File: config.mk
export PLATFORM = sky130hd
export DESIGN_NAME = mul_shift_sched
export DESIGN_NICKNAME = d
export VERILOG_FILES = /design/src/rtl/mul_sched_pkg.sv /design/src/rtl/mul_shift_core.sv /design/src/rtl/mul_shift_sched.sv
export SDC_FILE = /design/constraint.sdc
export NUM_CORES = 1
export LEC_CHECK = 0
export ABC_AREA = 0
export ABC_CLOCK_PERIOD_IN_PS = 3500
export CORE_MARGIN = 3
export CORE_UTILIZATION = 47
export DETAILED_ROUTE_END_ITERATION = 10
export PLACE_DENSITY = 0.76
export SYNTH_ARGS = -nofsm -noshare
export SYNTH_HDL_FRONTEND = slang
export SYNTH_SLANG_ARGS = --single-unit
File: constraint.sdc
create_clock -name i_clk -period 3.5 [get_ports i_clk]
set_input_delay 0.7 -clock i_clk [delete_from_list [all_inputs] [get_ports i_clk]]
set_output_delay 0.7 -clock i_clk [all_outputs]
set_load 0.005 [all_outputs]
File: src/rtl/mul_sched_pkg.sv
// Shared types and constants for the shift-add multiplier scheduler.
// Build option: define MUL_SCHED_UNSIGNED_EN for unsigned operands (default is signed).
package mul_sched_pkg;

    typedef enum logic [1:0] {
        S_IDLE,
        S_CALC,
        S_RESP
    } sched_state_e;

`ifdef MUL_SCHED_UNSIGNED_EN
    localparam bit MUL_SIGNED = 1'b0;
`else
    localparam bit MUL_SIGNED = 1'b1;
`endif

endpackage

File: src/rtl/mul_shift_core.sv
// Iterative shift-add multiplier: one multiplier bit per cycle, DATA_WIDTH cycles per product.
// done pulses during the final iteration; res carries the finished product in that cycle.
module mul_shift_core
    import mul_sched_pkg::*;
#(
    parameter int DATA_WIDTH = 8
) (
    input  logic                    clk,
    input  logic                    rst_n,
    input  logic                    start,
    input  logic [DATA_WIDTH-1:0]   x,
    input  logic [DATA_WIDTH-1:0]   y,
    output logic                    done,
    output logic [2*DATA_WIDTH-1:0] res
);

    localparam int CNT_W = (DATA_WIDTH > 1) ? $clog2(DATA_WIDTH) : 1;

    logic                    run;
    logic [CNT_W-1:0]        cnt;
    logic [2*DATA_WIDTH-1:0] acc;
    logic [2*DATA_WIDTH-1:0] x_sh;
    logic [DATA_WIDTH-1:0]   y_sh;
    logic [2*DATA_WIDTH-1:0] x_ext;
    logic [2*DATA_WIDTH-1:0] term;
    logic [2*DATA_WIDTH-1:0] acc_nxt;
    logic                    last;

    always_comb begin
        x_ext = MUL_SIGNED ? {{DATA_WIDTH{x[DATA_WIDTH-1]}}, x} : {{DATA_WIDTH{1'b0}}, x};
        last  = run && (cnt == CNT_W'(DATA_WIDTH - 1));
        term  = y_sh[0] ? x_sh : '0;
        // The multiplier's sign bit carries negative weight in two's complement.
        acc_nxt = (MUL_SIGNED && last) ? (acc - term) : (acc + term);
    end

    assign done = last;
    assign res  = acc_nxt;

    always_ff @(posedge clk) begin
        if (!rst_n) begin
            run  <= 1'b0;
            cnt  <= '0;
            acc  <= '0;
            x_sh <= '0;
            y_sh <= '0;
        end else if (start) begin
            run  <= 1'b1;
            cnt  <= '0;
            acc  <= '0;
            x_sh <= x_ext;
            y_sh <= y;
        end else if (run) begin
            acc  <= acc_nxt;
            x_sh <= x_sh << 1;
            y_sh <= y_sh >> 1;
            if (last) begin
                run <= 1'b0;
                cnt <= '0;
            end else begin
                cnt <= cnt + 1'b1;
            end
        end
    end

endmodule

File: src/rtl/mul_shift_sched.sv
// Round-robin scheduler sharing one shift-add multiplier among REQ_NUM requesters.
// Signedness follows MUL_SCHED_UNSIGNED_EN (see mul_sched_pkg).
module mul_shift_sched
    import mul_sched_pkg::*;
#(
    parameter  int DATA_WIDTH = 8,
    parameter  int REQ_NUM    = 4,
    localparam int ID_WIDTH   = (REQ_NUM > 1) ? $clog2(REQ_NUM) : 1
) (
    input  logic                            i_clk,
    input  logic                            i_rst_n,
    input  logic [REQ_NUM-1:0]              i_req_valid,
    output logic [REQ_NUM-1:0]              o_req_ready,
    input  logic [REQ_NUM*DATA_WIDTH-1:0]   i_req_num_x,
    input  logic [REQ_NUM*DATA_WIDTH-1:0]   i_req_num_y,
    output logic                            o_rsp_valid,
    input  logic                            i_rsp_ready,
    output logic [ID_WIDTH-1:0]             o_rsp_id,
    output logic [2*DATA_WIDTH-1:0]         o_rsp_res,
    output logic                            o_busy
);

    sched_state_e            state;
    logic [ID_WIDTH-1:0]     ptr;
    logic [ID_WIDTH-1:0]     cur_id;
    logic                    gnt_found;
    logic [ID_WIDTH-1:0]     gnt_id;
    logic [ID_WIDTH-1:0]     next_ptr;
    logic [REQ_NUM-1:0]      gnt_oh;
    logic                    accept;
    logic [DATA_WIDTH-1:0]   sel_x;
    logic [DATA_WIDTH-1:0]   sel_y;
    logic                    core_done;
    logic [2*DATA_WIDTH-1:0] core_res;

    // First valid requester scanning upward from ptr, wrapping at REQ_NUM.
    always_comb begin
        logic [ID_WIDTH:0]   sum;
        logic [ID_WIDTH-1:0] idx;
        gnt_found = 1'b0;
        gnt_id    = '0;
        for (int k = 0; k < REQ_NUM; k++) begin
            sum = {1'b0, ptr} + (ID_WIDTH + 1)'(k);
            if (sum >= (ID_WIDTH + 1)'(REQ_NUM)) begin
                sum = sum - (ID_WIDTH + 1)'(REQ_NUM);
            end
            idx = sum[ID_WIDTH-1:0];
            if (!gnt_found && i_req_valid[idx]) begin
                gnt_found = 1'b1;
                gnt_id    = idx;
            end
        end
    end

    always_comb begin
        gnt_oh         = '0;
        gnt_oh[gnt_id] = 1'b1;
        next_ptr       = (gnt_id == ID_WIDTH'(REQ_NUM - 1)) ? '0 : gnt_id + 1'b1;
    end

    assign accept      = (state == S_IDLE) && gnt_found;
    assign o_req_ready = (accept && i_rst_n) ? gnt_oh : '0;
    assign sel_x       = i_req_num_x[gnt_id*DATA_WIDTH +: DATA_WIDTH];
    assign sel_y       = i_req_num_y[gnt_id*DATA_WIDTH +: DATA_WIDTH];

    mul_shift_core #(
        .DATA_WIDTH (DATA_WIDTH)
    ) u_core (
        .clk   (i_clk),
        .rst_n (i_rst_n),
        .start (accept),
        .x     (sel_x),
        .y     (sel_y),
        .done  (core_done),
        .res   (core_res)
    );

    always_ff @(posedge i_clk) begin
        if (!i_rst_n) begin
            state       <= S_IDLE;
            ptr         <= '0;
            cur_id      <= '0;
            o_rsp_valid <= 1'b0;
            o_rsp_id    <= '0;
            o_rsp_res   <= '0;
            o_busy      <= 1'b0;
        end else begin
            unique case (state)
                S_IDLE: begin
                    if (accept) begin
                        cur_id <= gnt_id;
                        ptr    <= next_ptr;
                        o_busy <= 1'b1;
                        state  <= S_CALC;
                    end
                end
                S_CALC: begin
                    if (core_done) begin
                        o_rsp_valid <= 1'b1;
                        o_rsp_id    <= cur_id;
                        o_rsp_res   <= core_res;
                        state       <= S_RESP;
                    end
                end
                S_RESP: begin
                    // Returning to idle here keeps new grants out of the response handshake cycle.
                    if (i_rsp_ready) begin
                        o_rsp_valid <= 1'b0;
                        o_busy      <= 1'b0;
                        state       <= S_IDLE;
                    end
                end
                default: state <= S_IDLE;
            endcase
        end
    end

endmodule
==> results.sh, run 1 <==
export IMPL_status="complete, no violations"
export IMPL_insertion_delay_ns=0.35
export IMPL_syn2layout_area_growth_pct=32.8
export IMPL_ys_flop_type="dfxtp_1"
export IMPL_finalSetupViolCount=0
export IMPL_p_leak_nw=2.34
export IMPL_clk_path_buf_depth=2
export IMPL_cts_made_buffers=9
export IMPL_chipWidth_um=104
export IMPL_critPathLaunch="i_req_valid[2]"
export IMPL_detail_route_antenna_nets=0
export IMPL_synth_seq_cells=70
export IMPL_final_common_cell="clkdlybuf4s50_1"
export IMPL_finalPower_mw=2.73
export IMPL_worst_setup_path_type="in -> out"
export IMPL_timing_slew_headroom_pct=51.6
export IMPL_htreeDepth=3
export IMPL_critPathMaxFanout=4
export IMPL_max_cap_violations=0
export IMPL_final_cell_mix="clkdlybuf4s50_1, dfxtp_1, mux2i_1"
export IMPL_die_y_um=104
export IMPL_core_area_sq_mm=0.00928
export IMPL_numClockSinks=70
export IMPL_grt_pass1_vias=4353
export IMPL_yosysSeqAreaShare_pct=31.0
export IMPL_cp_end_kind="output port"
export IMPL_syn_mean_instance_area_sq_um=8.25
export IMPL_globalRoute_totalOverflow=0
export IMPL_vdd_drop_max_uv=274
export IMPL_antenna_found_initial=0
export IMPL_utilization_pct=64.8
export IMPL_io_pin_count=95
export IMPL_grt_util_all_layers_pct=22.9
export IMPL_dp_hpwl_um=9520
export IMPL_viasPerCell=5.78
export IMPL_rr_worst_depth=11
export IMPL_hold_violations=0
export IMPL_rows=35
export IMPL_hp_class="reg -> reg"
export IMPL_crit_slowest_cell="clkdlybuf4s50_1"
export IMPL_hold_buffers=0
export IMPL_start_util_pct=48.8
export IMPL_fin_worst_skew_ns=0.0113
export IMPL_grt_max_degree=33
export IMPL_powerDensity_mw_per_mm2=454
export IMPL_place_congestion=0.889
export IMPL_hold_path_depth=2
export IMPL_firstDrtPassIters=5
export IMPL_worstPathRequired_ns=2.80
export IMPL_critical_path_max_stage_delay_ns=0.46
export IMPL_worstPathArrival_ns=2.68
export IMPL_critPathMostFrequentCell="clkdlybuf4s50_1"
export IMPL_tightest_slew_ns=0.726
export IMPL_ys_warnings_count=0
export IMPL_drv_slew=0
export IMPL_synthArstFlopShare_pct=0
export IMPL_synthesis_nets=643
export IMPL_start_kind="input port"
export IMPL_synth_edf_count=0
export IMPL_cts_tree="built"
export IMPL_post_route_cells_drive_above_1_share_pct=11.5
export IMPL_wl_per_cell_um=15.7
export IMPL_grt_pass1_wl_um=20400
export IMPL_max_freq_mhz=296
export IMPL_die_area_sq_mm=0.0108
export IMPL_diodes=0
export IMPL_drc=0
export IMPL_final_nets=752
export IMPL_r2r_start="u_core.x_sh[4]"
export IMPL_cts_root_buffer_cell="clkbuf_8"
export IMPL_worstHoldStart="o_rsp_id[0]"
export IMPL_period_share_pct=96.6
export IMPL_drt_initial_drc_count=206
export IMPL_synthesis_area_sq_mm=0.00453
export IMPL_syn_inst=549
export IMPL_portBuffers=94
export IMPL_cp_cell_sequence="clkdlybuf4s50_1, mux2i_1, nor2_1, or3_1, buf_4, ha_1, and3_1, clkdlybuf4s50_1"
export IMPL_yosysUniqueCellTypes=59
export IMPL_routed_wl_um=12500
export IMPL_cts_clk_slew_worst_paths_ns=0.08
export IMPL_vias=4577
export IMPL_fin_crit_ns=3.38
[critical path: cells and delay by family]
family	cells	cell delay, ns
adder cells (fa/ha/maj)	1	0.18
AND/OR/NAND/NOR	3	0.57
buffers and inverters	3	1.08
multiplexers	1	0.16
[per-stage QoR]
stage	setup WS (ns)	hold WS, ns	TNS, ns	cells	area, sq um
finish	0.120	0.462	0	792	6010
global route	-0.00173	0.486	-0.00173	792	6010
CTS	0.0587	0.464	0	792	5970
detailed placement	-0.00797	0.452	-0.00797	776	5780
global placement	0.0621	0.443	0	776	5780
floorplan	0.0385	0.432	0	549	4530
[synthesized netlist by cell type (5+ instances only)]
library cell	instances	area (sq um)
nor2b_1	6	37.5
o31ai_1	5	37.5
nand2_1	56	210
inv_1	10	37.5
nor3_1	9	45.0
mux2i_1	58	581
or3_1	9	56.3
o211ai_1	5	37.5
ha_1	22	275
clkbuf_1	28	105
o22a_1	13	114
nand3_1	27	135
a211oi_1	18	135
or4_1	8	60.1
o21ai_0	33	165
nor2_1	36	135
dfxtp_1	70	1400
xnor2_1	11	96.3
a21oi_1	36	180
and3_1	10	62.6
[worst paths after layout]
kind         slack (ns)              to
min reg2reg        0.46     o_rsp_id[0]
max reg2reg        0.14  u_core.acc[15]
max                0.12  o_req_ready[0]
min                0.46     o_rsp_id[0]
[logic make-up after synthesis]
group,synth area share (%)
flops,31.0
xor+xnor,2.90
buf+inv,4.15
fa+ha+maj,6.52
simple gates,20.5
mux,13.3
compound gates,21.6
[registers in the layout, summed over array words and instances, names as in the netlist]
| register | flops |
|---|---|
| o_busy | 1 |
| u_core.acc | 16 |
| u_core.run | 1 |
| cur_id | 2 |
| o_rsp_id | 2 |
| o_rsp_res | 16 |
| state | 2 |
| ptr | 2 |
| u_core.cnt | 3 |
| u_core.x_sh | 16 |
| o_rsp_valid | 1 |
| u_core.y_sh | 8 |
[cell type report]
cell class,instances,area [sq um]
Tap cell,129,161
Inverter,12,45.0
Clock buffer,11,151
Timing Repair Buffer,133,1240
Clock inverter,5,33.8
Multi-Input combinational cell,432,2980
Sequential cell,70,1400
Fill cell,836,3270
[metal layers]
| layer | global-route usage (%) | share of wire (%) | routed length, um | vias to the layer above |
|---|---|---|---|---|
| li1 | - | - | - | 2248 |
| met4 | 6.93 | 2.1 | 256 | 0 |
| met2 | 40.1 | 50 | 6220 | 161 |
| met3 | 4.35 | 6.1 | 765 | 27 |
| met5 | 0 | 0 | 0 | - |
| met1 | 28.4 | 42 | 5230 | 2141 |
[report_power, final]
part	internal [mW]	switching, mW	leakage, nW	total [mW]
combinational	0.560	0.636	1.68	1.20
clock	0.294	0.320	0.0913	0.615
sequential	0.861	0.0569	0.572	0.918
[repair_timing]
action                     4_1_cts  5_1_grt
gates resized for setup          1       12
buffers inserted                 0        0
setup endpoints to repair        2       10
pin swaps                        0        1
Note: power is estimated with default switching activity, not from simulation.
==> inputs of run 2 (changes only) <==
--- a/config.mk
+++ b/config.mk
@@ -7,10 +7,11 @@
 export LEC_CHECK = 0
 export ABC_AREA = 0
 export ABC_CLOCK_PERIOD_IN_PS = 3500
-export CORE_MARGIN = 3
+export CORE_MARGIN = 2
 export CORE_UTILIZATION = 47
 export DETAILED_ROUTE_END_ITERATION = 10
-export PLACE_DENSITY = 0.76
+export GPL_TIMING_DRIVEN = 0
+export PLACE_DENSITY_LB_ADDON = 0.3
 export SYNTH_ARGS = -nofsm -noshare
 export SYNTH_HDL_FRONTEND = slang
 export SYNTH_SLANG_ARGS = --single-unit
==> results.sh, run 2 (synthesis gave the netlist of run 1 again) <==
export IMPL_dp_slack_ns=-0.543
export IMPL_critPathMaxFanout=7
export IMPL_globalRoute_totalOverflow=0
export IMPL_powerDensity_mw_per_mm2=480
export IMPL_n_fill_cell=804
export IMPL_r2r_start="u_core.x_sh[5]"
export IMPL_pwr_share_clk_pct=25.3
export IMPL_drc=0
export IMPL_status="complete, no violations"
export IMPL_clk_path_buf_depth=2
export IMPL_fin_worst_skew_ns=0.0139
export IMPL_grt_max_degree=14
export IMPL_cts_made_buffers=9
export IMPL_p_leak_nw=2.30
export IMPL_post_route_cells_drive_above_1_share_pct=12.0
export IMPL_io_pin_count=95
export IMPL_worst_setup_path_type="reg -> reg"
export IMPL_multi_input_area_sq_mm=0.00313
export IMPL_final_nets=754
export IMPL_vias=4626
export IMPL_critPathLaunch="u_core.x_sh[5]"
export IMPL_crit_slowest_cell="or4_4"
export IMPL_max_cap_violations=0
export IMPL_start_util_pct=48.8
export IMPL_reg_largest_list="o_rsp_res x16, u_core.acc x16, u_core.x_sh x16"
export IMPL_vdd_drop_max_uv=230
export IMPL_diodes=0
export IMPL_p_comb_share_pct=43.2
export IMPL_p_int_mw=1.86
export IMPL_path_buf_inv=1
export IMPL_hold_buffers=0
export IMPL_grt_pass1_vias=4410
export IMPL_htreeDepth=3
export IMPL_hold_violations=0
export IMPL_worstPathRequired_ns=3.81
export IMPL_wl_per_cell_um=16.9
export IMPL_fin_ws_ns=0.0904
export IMPL_place_congestion=0.913
export IMPL_insertion_delay_ns=0.37
export IMPL_critical_path_top_delay_family="simple AND/OR/NAND/NOR gates"
export IMPL_syn2layout_area_growth_pct=35.7
export IMPL_drt_initial_drc_count=207
export IMPL_die_area_sq_mm=0.0104
export IMPL_viasPerCell=5.83
export IMPL_cp_cell_sequence="buf_6, or4_4, or2_4, o41ai_4, xnor2_1, nand2_2, ha_4, and4_4, nand3_1, a211oi_1, o311a_1, or4_1, nand3_1"
export IMPL_cts_root_buffer_cell="clkbuf_8"
export IMPL_switchingPower_mw=1.09
export IMPL_timing_slew_headroom_pct=37.8
export IMPL_rows=35
export IMPL_chipWidth_um=102
export IMPL_drv_slew=0
export IMPL_grt_pass1_wl_um=21000
export IMPL_firstDrtPassIters=5
export IMPL_cts_clk_slew_worst_paths_ns=0.09
export IMPL_die_y_um=102
export IMPL_hp_class="reg -> reg"
export IMPL_cp_end_kind="flip-flop"
export IMPL_antenna_found_initial=0
export IMPL_switching_share_pct=37.0
export IMPL_start_kind="flip-flop"
export IMPL_cts_tree="built"
export IMPL_final_cell_mix="clkdlybuf4s50_1, dfxtp_1, mux2i_1"
export IMPL_dp_hpwl_um=9990
export IMPL_critPathMostFrequentCell="nand3_1"
export IMPL_core_area_sq_mm=0.00928
export IMPL_fin_crit_ns=3.41
export IMPL_tightest_slew_ns=0.933
export IMPL_routed_wl_um=13400
export IMPL_finalSetupViolCount=0
export IMPL_worstHoldStart="o_rsp_id[1]"
export IMPL_critical_path_max_stage_delay_ns=0.51
export IMPL_max_freq_mhz=293
export IMPL_detail_route_antenna_nets=0
export IMPL_seq_area_sq_mm=0.00141
export IMPL_finalPower_mw=2.95
export IMPL_portBuffers=94
export IMPL_final_common_cell="clkdlybuf4s50_1"
export IMPL_rsz0062_at_grt="true"
export IMPL_period_share_pct=97.4
export IMPL_numClockSinks=70
export IMPL_grt_util_all_layers_pct=25.9
export IMPL_worstPathArrival_ns=3.72
export IMPL_power_frac_seq_pct=31.5
run 2: layout make-up:
| class | count | share of cell area [%] |
|---|---|---|
| buffer | 33 | 2.75 |
| clock buffer | 9 | 2.02 |
| clock inverter | 7 | 1.59 |
| inverter | 12 | 0.774 |
| multi-input combinational | 432 | 50.9 |
| sequential | 70 | 22.9 |
| tap | 129 | 2.63 |
| timing repair buffer | 102 | 16.4 |
run 2: metrics by stage:
| step | area (sq um) | std cells | hold WS [ns] | utilization (%) | setup TNS (ns) |
|---|---|---|---|---|---|
| 6_report | 6140 | 794 | 0.460 | 66.2 | 0 |
| 5_1_grt | 6140 | 794 | 0.478 | 66.2 | -0.101 |
| 4_1_cts | 5980 | 789 | 0.460 | 64.4 | 0 |
| 3_5_place_dp | 5630 | 772 | 0.449 | 60.6 | -5.36 |
| 3_3_place_gp | 5630 | 772 | 0.443 | 60.6 | -3.82 |
| 2_1_floorplan | 4530 | 549 | 0.432 | - | 0 |
run 2: worst register-to-register path, cell delays in order, from the launching register on:
cell      delay (ns)
dfxtp_1         0.32
buf_6           0.13
or4_4           0.51
or2_4           0.29
o41ai_4         0.23
xnor2_1         0.19
nand2_2         0.12
ha_4            0.24
and4_4          0.19
nand3_1         0.07
a211oi_1        0.06
o311a_1         0.40
or4_1           0.51
nand3_1         0.09
run 2: path summary, 6_finish.rpt:
kind                                 endpoint  slack (ns)  cells past startpoint
worst max-delay path            o_rsp_res[15]        0.09                     13
worst min register to register    o_rsp_id[1]        0.46                      2
worst max register to register  o_rsp_res[15]        0.09                     13
worst min-delay path              o_rsp_id[1]        0.46                      2
run 2: power by group through the flow:
stage | registers (mW) | logic, mW | clock network, mW
3_3_place_gp | 0.935 | 1.07 | 0
3_5_place_dp | 0.940 | 1.09 | 0
5_1_grt | 0.940 | 1.39 | 0.776
4_1_cts | 0.925 | 1.15 | 0.750
2_1_floorplan | 0.921 | 0.798 | 0
6_report | 0.930 | 1.28 | 0.745
run 2: what timing repair did:
item / in CTS / in global routing
buffers inserted: 3 / 5
gates resized for setup: 30 / 39
setup endpoints to repair: 20 / 18
pin swaps: 10 / 15
hold endpoints to repair: 0 / 0
run 2: routing by layer:
layer  track usage (%)  share of wire, %
met5                 0                 0
met4              12.5               3.1
met3              5.61               5.9
met2              44.1                49
met1              31.0                43
